--- src/rtl/uart_receiver.sv ---
// uart_receiver: UART RX deserializer driven by the 16x oversampling tick.
// Supports 5-8 data bits, optional even/odd parity, 1 or 2 stop bits, and
// reports parity and framing errors per frame.
// Optional build macro: UART_RX_MAJORITY_EN makes every bit decision a 2-of-3
// majority of the synced line at ticks 6/7/8, decided at tick 8.
module uart_receiver #(
  parameter int unsigned OVS_RATE = 16
) (
  input  logic       clk_i,
  input  logic       rst_n_i,
  input  logic       ov_baud_rt_i,
  input  logic       rx_i,
  input  logic [1:0] data_width_i,
  input  logic       parity_en_i,
  input  logic       parity_odd_i,
  input  logic       stop_bits_i,
  output logic [7:0] rx_data_o,
  output logic       rx_done_o,
  output logic       parity_err_o,
  output logic       frame_err_o,
  output logic       rx_busy_o
);

  localparam int unsigned TW = $clog2(OVS_RATE);
  localparam logic [TW-1:0] T_LAST = TW'(OVS_RATE - 1);
`ifdef UART_RX_MAJORITY_EN
  localparam logic [TW-1:0] T_DECIDE = TW'(OVS_RATE / 2);
  localparam logic [TW-1:0] T_EARLY  = TW'(OVS_RATE / 2 - 2);
  localparam logic [TW-1:0] T_MID    = TW'(OVS_RATE / 2 - 1);
`else
  localparam logic [TW-1:0] T_DECIDE = TW'(OVS_RATE / 2 - 1);
`endif

  typedef enum logic [2:0] {
    IDLE,
    START,
    DATA,
    PARITY,
    STOP1,
    STOP2,
    DONE
  } state_t;

  state_t          state_q, state_d;
  logic            rx_meta, rx_s;
  logic [TW-1:0]   tcnt;
  logic [2:0]      bcnt;
  logic [1:0]      cfg_width;
  logic            cfg_pen, cfg_podd, cfg_stop2;
  logic [7:0]      shreg;
  logic            par_acc, pe_acc, fe_acc;
  logic            armed;
  logic            bit_val;
  logic            sample_pt, bit_end, start_det, last_bit, stop_low;

  // Two-flop synchronizer for the asynchronous RX line, idle-high reset
  always_ff @(posedge clk_i or negedge rst_n_i) begin
    if (!rst_n_i) begin
      rx_meta <= 1'b1;
      rx_s    <= 1'b1;
    end else begin
      rx_meta <= rx_i;
      rx_s    <= rx_meta;
    end
  end

`ifdef UART_RX_MAJORITY_EN
  logic s_early, s_mid;

  // Capture the two samples preceding the decision tick
  always_ff @(posedge clk_i or negedge rst_n_i) begin
    if (!rst_n_i) begin
      s_early <= 1'b1;
      s_mid   <= 1'b1;
    end else if (ov_baud_rt_i) begin
      if (tcnt == T_EARLY) s_early <= rx_s;
      if (tcnt == T_MID)   s_mid   <= rx_s;
    end
  end

  assign bit_val = (s_early & s_mid) | (s_early & rx_s) | (s_mid & rx_s);
`else
  assign bit_val = rx_s;
`endif

  assign sample_pt = ov_baud_rt_i && (tcnt == T_DECIDE);
  assign bit_end   = ov_baud_rt_i && (tcnt == T_LAST);
  assign start_det = (state_q == IDLE) && !rx_s && armed;
  assign last_bit  = (bcnt == {1'b1, cfg_width});
  assign stop_low  = sample_pt && ((state_q == STOP1) || (state_q == STOP2)) && !bit_val;

  assign rx_done_o = (state_q == DONE);
  assign rx_busy_o = (state_q != IDLE) && (state_q != DONE);

  // FSM state register
  always_ff @(posedge clk_i or negedge rst_n_i) begin
    if (!rst_n_i) state_q <= IDLE;
    else          state_q <= state_d;
  end

  // FSM next-state logic
  always_comb begin
    state_d = state_q;
    unique case (state_q)
      IDLE:   if (start_det) state_d = START;
      START: begin
        if (sample_pt && bit_val) state_d = IDLE;
        else if (bit_end)         state_d = DATA;
      end
      DATA:   if (bit_end && last_bit) state_d = cfg_pen ? PARITY : STOP1;
      PARITY: if (bit_end) state_d = STOP1;
      STOP1: begin
        if (sample_pt && !cfg_stop2) state_d = DONE;
        else if (bit_end && cfg_stop2) state_d = STOP2;
      end
      STOP2:  if (sample_pt) state_d = DONE;
      DONE:   state_d = IDLE;
      default: state_d = IDLE;
    endcase
  end

  // Tick counter restarts on start detection so bit centres line up with the start edge
  always_ff @(posedge clk_i or negedge rst_n_i) begin
    if (!rst_n_i)          tcnt <= '0;
    else if (start_det)    tcnt <= '0;
    else if (ov_baud_rt_i) tcnt <= tcnt + 1'b1;
  end

  // Frame configuration is frozen at start detection
  always_ff @(posedge clk_i or negedge rst_n_i) begin
    if (!rst_n_i) begin
      cfg_width <= '0;
      cfg_pen   <= 1'b0;
      cfg_podd  <= 1'b0;
      cfg_stop2 <= 1'b0;
    end else if (start_det) begin
      cfg_width <= data_width_i;
      cfg_pen   <= parity_en_i;
      cfg_podd  <= parity_odd_i;
      cfg_stop2 <= stop_bits_i;
    end
  end

  // Bit counter, shift register and per-frame error accumulators
  always_ff @(posedge clk_i or negedge rst_n_i) begin
    if (!rst_n_i) begin
      bcnt    <= '0;
      shreg   <= '0;
      par_acc <= 1'b0;
      pe_acc  <= 1'b0;
      fe_acc  <= 1'b0;
    end else if (start_det) begin
      bcnt    <= '0;
      shreg   <= '0;
      par_acc <= 1'b0;
      pe_acc  <= 1'b0;
      fe_acc  <= 1'b0;
    end else begin
      if (state_q == START && bit_end) bcnt <= '0;
      else if (state_q == DATA && bit_end) bcnt <= bcnt + 1'b1;
      if (state_q == DATA && sample_pt) begin
        shreg   <= {bit_val, shreg[7:1]};
        par_acc <= par_acc ^ bit_val;
      end
      if (state_q == PARITY && sample_pt) pe_acc <= bit_val ^ par_acc ^ cfg_podd;
      if (state_q == STOP1 && sample_pt)  fe_acc <= !bit_val;
    end
  end

  // A low stop bit disarms start detection until the line has been seen high,
  // so a break is reported once instead of retriggering back-to-back frames.
  always_ff @(posedge clk_i or negedge rst_n_i) begin
    if (!rst_n_i)       armed <= 1'b0;
    else if (start_det) armed <= 1'b0;
    else if (stop_low)  armed <= 1'b0;
    else if (rx_s)      armed <= 1'b1;
  end

  // Result registers load on entry to DONE and hold until the next frame completes
  always_ff @(posedge clk_i or negedge rst_n_i) begin
    if (!rst_n_i) begin
      rx_data_o    <= '0;
      parity_err_o <= 1'b0;
      frame_err_o  <= 1'b0;
    end else if (state_d == DONE && state_q != DONE) begin
      rx_data_o    <= shreg >> (2'd3 - cfg_width);
      parity_err_o <= pe_acc;
      frame_err_o  <= fe_acc | !bit_val;
    end
  end

endmodule

--- config.mk ---
export PLATFORM = sky130hd
export DESIGN_NAME = uart_receiver
export DESIGN_NICKNAME = d
export VERILOG_FILES = /design/src/rtl/uart_receiver.sv
export SDC_FILE = /design/constraint.sdc
export NUM_CORES = 1
export LEC_CHECK = 0
export BUFFER_PORTS_ARGS = -buffer_cell sky130_fd_sc_hd__buf_2
export CAP_MARGIN = 10
export CORE_MARGIN = 2
export CORE_UTILIZATION = 60
export DETAILED_ROUTE_END_ITERATION = 6
export GPL_ROUTABILITY_DRIVEN = 0
export MAX_ROUTING_LAYER = met4
export PLACE_DENSITY = 0.81
export SLEW_MARGIN = 0
export SYNTH_ARGS = -nofsm -noshare
export SYNTH_HDL_FRONTEND = slang
export SYNTH_SLANG_ARGS = --single-unit
--- constraint.sdc ---
create_clock -name clk_i -period 3.9 [get_ports clk_i]
set_input_delay 0.78 -clock clk_i [delete_from_list [all_inputs] [get_ports clk_i]]
set_output_delay 0.78 -clock clk_i [all_outputs]
set_load 0.01 [all_outputs]
Word-level counts from Yosys, hierarchy flattened
Cells that the tools add are included.

cells by class
  $mul = 0
  magnitude comparators = 0
  bitwise gates (word level) = 3
  divide/modulo/power cells = 0
  eq/ne operators = 11
  add/sub/neg operators = 3
  mux-type cells = 26
  shift operators = 1
  reduce and logical (&&, ||, !) cells = 28

operators by type and width
  operator               number
  $mux W3                12
  $pmux W3 S6            1
  $logic_and A1 B1 Y1    17
  $mux W8                2
  $eq A3 B3 Y1 const B   4
  $mux W1                9
  $reduce_bool A3 Y1     3
  $mux W4                2
  $reduce_bool A2 Y1     4
  $shr A8 B2 Y8          1
  $eq A3 B2 Y1 const B   2
  $add A4 B1 Y4 const B  1
  $eq A4 B3 Y1 const B   1
  $eq A4 B4 Y1 const B   1
  $add A3 B1 Y3 const B  1
  $eq A3 B1 Y1 const B   1
  $eq A3 B3 Y1           1
  $logic_not A3 Y1       1
  $ne A3 B3 Y1 const B   1
  $logic_not A1 Y1       2
  $sub A2 B2 Y2 const A  1
  $xor A1 B1 Y1          2
  $logic_or A1 B1 Y1     1
  $or A1 B1 Y1           1

storage, ports and cells
  memories kept = 0
  ROM bits = 0
  memory bits (writable) = 0
  flip-flop bits (word level) = 39
  word-level logic and storage cells = 89
  input bits = 9
  output and inout port bits = 12
  latch bits = 0

Longest topological paths before layout
  word-level depth = 8
  depth in mapped cells = 6
  depth with buffers taken out = 5

Worst setup path after synthesis
Ideal clock, no wire load.

  path kind = in2reg
  from = input port ov_baud_rt_i
  to = register rx_data_o[1]
  arrival time = 1862 ps
  setup slack = 1913 ps
  buffers on the path = 2
  stages = 5
  library setup time = 125 ps
  data required time = 3775 ps
  path through = buf_4 > nand4b_2 > nor3_4 > buf_6 > mux2_4

on the way
  cells in the longest elaborated chain, start to end = 7
  elaborated cells between the ends (all ways) = 16
  those cells by class = eq/ne: 1; mux: 8; reduce/logical: 7

RTL lines
  what                   RTL line  source
  start, declared        11        input logic ov_baud_rt_i,
  $logic_and A1 B1 Y1    87        assign bit_end = ov_baud_rt_i && (tcnt == T_LAST);
  $logic_and A1 B1 Y1    114       else if (bit_end && cfg_stop2) state_d = STOP2;
  $mux W3                114
  $mux W3                113       if (sample_pt && !cfg_stop2) state_d = DONE;
  $pmux W3 S6 *          104       unique case (state_q)
  $eq A3 B3 Y1 *         185       end else if (state_d == DONE && state_q != DONE) begin
  $logic_and A1 B1 Y1 *  185
  end signal, assigned   186       rx_data_o <= shreg >> (2'd3 - cfg_width);
  end, declared          17        output logic [7:0] rx_data_o,

Mark *: on every way between the ends. The rest lies on a longest branch, timed or not.
A chain may end at the register's enable or synchronous reset.

Final worst setup path
  from = register state_q[2]
  to = output port rx_busy_o

on the way
  cells in the longest elaborated chain, start to end = 2
  elaborated cells between the ends (all ways) = 3
  those cells by class = eq/ne: 1; reduce/logical: 2

RTL lines
  what                                                RTL line  source
  start, declared                                     44        state_t state_q, state_d;
  start signal, assigned                              98        else state_q <= state_d;
  $ne A3 B3 Y1 or $reduce_bool A3 Y1 (tied branches)  93        assign rx_busy_o = (state_q != IDLE) && (state_q != DONE);
  $logic_and A1 B1 Y1 *                               93
  end, declared                                       21        output logic rx_busy_o

Marked as above.

==> reports/qor.csv <==
stage;metric;value;unit
run_status;outcome;completed;
critical_path;crit_fanout;8;
hold_path;worstHoldStart;rx_meta;
place;hpwl;2396;um
clock_tree;htreeDepth;2;
synthesis;synth_area_leaders;dfrtp_1 48%, mux2_2 7.1%, nor2_1 3.7%, mux4_2 3.5%, mux2i_1 3.1%;
layout;mostFrequentLayoutCells;37 x dfrtp_1, 20 x buf_2, 19 x nor2_1;
critical_path;end_kind;output port;
clock_tree;cts_sinks;39;
clock_tree;post_cts_buffers;0;
synthesis;synth_warnings;0;
critical_path;worstSetupPathType;flop to output port;
hold_path;whs_path_depth;0;
timing;report.final.hold_viol_count;0;
global_routing;grt_pass1_wl;5830;um
floorplanning;std_cell_rows;20;
drt;dr_total_vias;1327;
synthesis;yosysSeqAreaShare;51.08;%
critical_path;r2r_cells;4;
floorplanning;die_w;60.51;um
critical_path;rr_endpoint;shreg[3];
synthesis;syn_area_per_cell;11.61;um^2
floorplanning;io_pins;21;
synthesis;synth_async_sr_flop_share;100.0;%
synthesis;yosysUniqueCellTypes;43;
layout;layout_commonest_cell;dfrtp_1;
power;leakagePower;0.9889;nW
global_routing;grt_max_degree;40;
timing;setup_viol;0;
timing;rsz0062_at_grt;no;
drt;via_per_inst;5.795;
hold_path;hold_class;flop to flop;
power;p_per_area;530.7;nW/um^2
clock_tree;cts_buffers;5;
synthesis;synth_top_family_by_area;simple AND/OR/NAND/NOR gates;
clock_tree;cts_tree;yes;
layout;syn_to_final_growth;9.732;%
synthesis;synth_compound_area_share;9.471;%
clock_tree;ctsHoldBuffers;0;
clock_tree;root_buffer;clkbuf_4;
synthesis;synth_cells;165;
timing;max_freq;462.0;MHz
critical_path;rrSetupSlack;1910;ps
synthesis;synth_fp_nets;176;
floorplanning;start_util;62.75;%
synthesis;syn_area;1916;um^2
clock_tree;ctsLongestPathBuffers;2;
layout;drive_gt1_share;28.11;%
timing;slew_violations;0;
layout;layout.nets;195;
synthesis;yosysTopAreaCellShare;48.33;%
drt;routed_wl;3522;um
timing;fin_crit;2165;ps
synthesis;synth_fa_ha_area_share;1.306;%
power;peakVddDrop;381.9;uV
timing;tns;0;ps
drt;drtIter0Drc;99;
power;power;1.116;mW
clock_tree;clock_latency;360;ps
synthesis;yosys.area_share.xor_xnor;4.572;%
synthesis;synthSimpleGateAreaFrac;15.48;%
synthesis;ys_seq_elements;39;
floorplanning;die_height;60.51;um
place;portBuffers;20;
hold_path;worst_hold_path.endpoint;bit_val;
clock_tree;cts_resized;0;
floorplanning;dieArea;3661;um^2
synthesis;synthMuxAreaShare;14.50;%
timing;finClkSkew;4.475;ps
flow_run;cap_violations;0;
global_routing;grt_overflow;0;
critical_path;crit_arrival;1380;ps
critical_path;cp-start-kind;flop;
timing;relSlewSlack;44.93;%
drt;first_pass_iters;4;
synthesis;synth_edf_count;0;
synthesis;ys.flop_type;dfrtp_1;
critical_path;cp.required;3120;ps
synthesis;yosysTopAreaCell;dfrtp_1;
drt;drtAntennaViolNets;0;
floorplanning;core;3053;um^2
layout;antenna_cells;0;
timing;tightest_slew;826.0;ps
timing;whs;364.1;ps
critical_path;r2r-start;state_q[2];
global_routing;antenna_found_initial;0;
global_routing;grt_pass1_vias;1229;
drt;post_drt_wl_per_cell;15.38;um
timing;fin_crit_sh;55.50;%
global_routing;track_usage;22.78;%
clock_tree;clk_pin_slew;120;ps
drt;drc_errors;0;
==> worst max-delay path by stage <==
| stage | slack [ps] | cells past startpoint | to | startpoint |
|---|---|---|---|---|
| 3_5_place_dp | 1630 | 4 | rx_data_o[4] | ov_baud_rt_i |
| 5_1_grt | 1640 | 3 | rx_busy_o | state_q[2] |
| 2_1_floorplan | 1910 | 5 | rx_data_o[1] | ov_baud_rt_i |
| 4_1_cts | 1750 | 3 | rx_busy_o | state_q[1] |
| 3_3_place_gp | 1680 | 4 | rx_data_o[0] | ov_baud_rt_i |
| 6_report | 1740 | 3 | rx_busy_o | state_q[2] |
==> cell families (layout without fill, tap and decap cells) <==
kind of cell / after synthesis / after routing
buf+inv: 13 / 33
flops: 39 / 39
fa+ha+maj: 2 / 2
simple gates: 52 / 52
mux: 22 / 22
compound gates: 27 / 27
xor+xnor: 10 / 10
==> metal layers <==
| layer | part of all wire, % | routed length (um) | GRT usage, % |
|---|---|---|---|
| met2 | 47 | 1670 | 31.99 |
| met5 | 0 | 0 | - |
| met3 | 5.1 | 181 | 7.036 |
| met1 | 45 | 1584 | 30.90 |
| met4 | 2.4 | 85 | 9.317 |
==> area by class of cell <==
| cell class | count | area (um^2) |
|---|---|---|
| Multi-Input combinational cell | 113 | 868.3 |
| Tap cell | 44 | 55.05 |
| Sequential cell | 39 | 978.4 |
| Inverter | 5 | 18.77 |
| Fill cell | 263 | 950.9 |
| Clock inverter | 3 | 43.79 |
| Clock buffer | 5 | 37.54 |
| Timing Repair Buffer | 20 | 100.1 |
==> per-stage QoR <==
step | util (%) | area (um^2) | setup slack, ps | std cells
floorplan | - | 1916 | 1913 | 165
global placement | 66.19 | 2021 | 1677 | 221
detailed placement | 66.19 | 2021 | 1632 | 221
CTS | 68.85 | 2102 | 1752 | 229
global route | 68.85 | 2102 | 1642 | 229
finish | 68.85 | 2102 | 1735 | 229
==> critical path: stages, from the launching register on <==
cell and delay, ps:
dfrtp_1 480, nand2b_1 290, nand3b_1 110, buf_2 150
==> power breakdown <==
| part | switching (mW) | internal [mW] |
|---|---|---|
| Combinational | 0.129 | 0.136 |
| Sequential | 0.108 | 0.467 |
| Clock | 0.141 | 0.135 |
| Total | 0.379 | 0.737 |
==> synth_stat cells, types with 4 or more instances <==
master   number
nand3_1       4
inv_1         5
nand2_1       9
dfrtp_1      37
a21oi_1       5
o21ai_0       6
buf_2         4
mux2i_1       6
xor2_1        6
nor2_1       19
a22o_1        5
mux2_2       12
xnor2_1       4
==> flip-flops by register name (all words and copies together), names as in the netlist, 2 cells and up <==
signal / cells
bcnt: 3
cfg_width: 2
rx_data_o: 8
shreg: 8
state_q: 3
tcnt: 4
(Power assumes the default switching activity.)
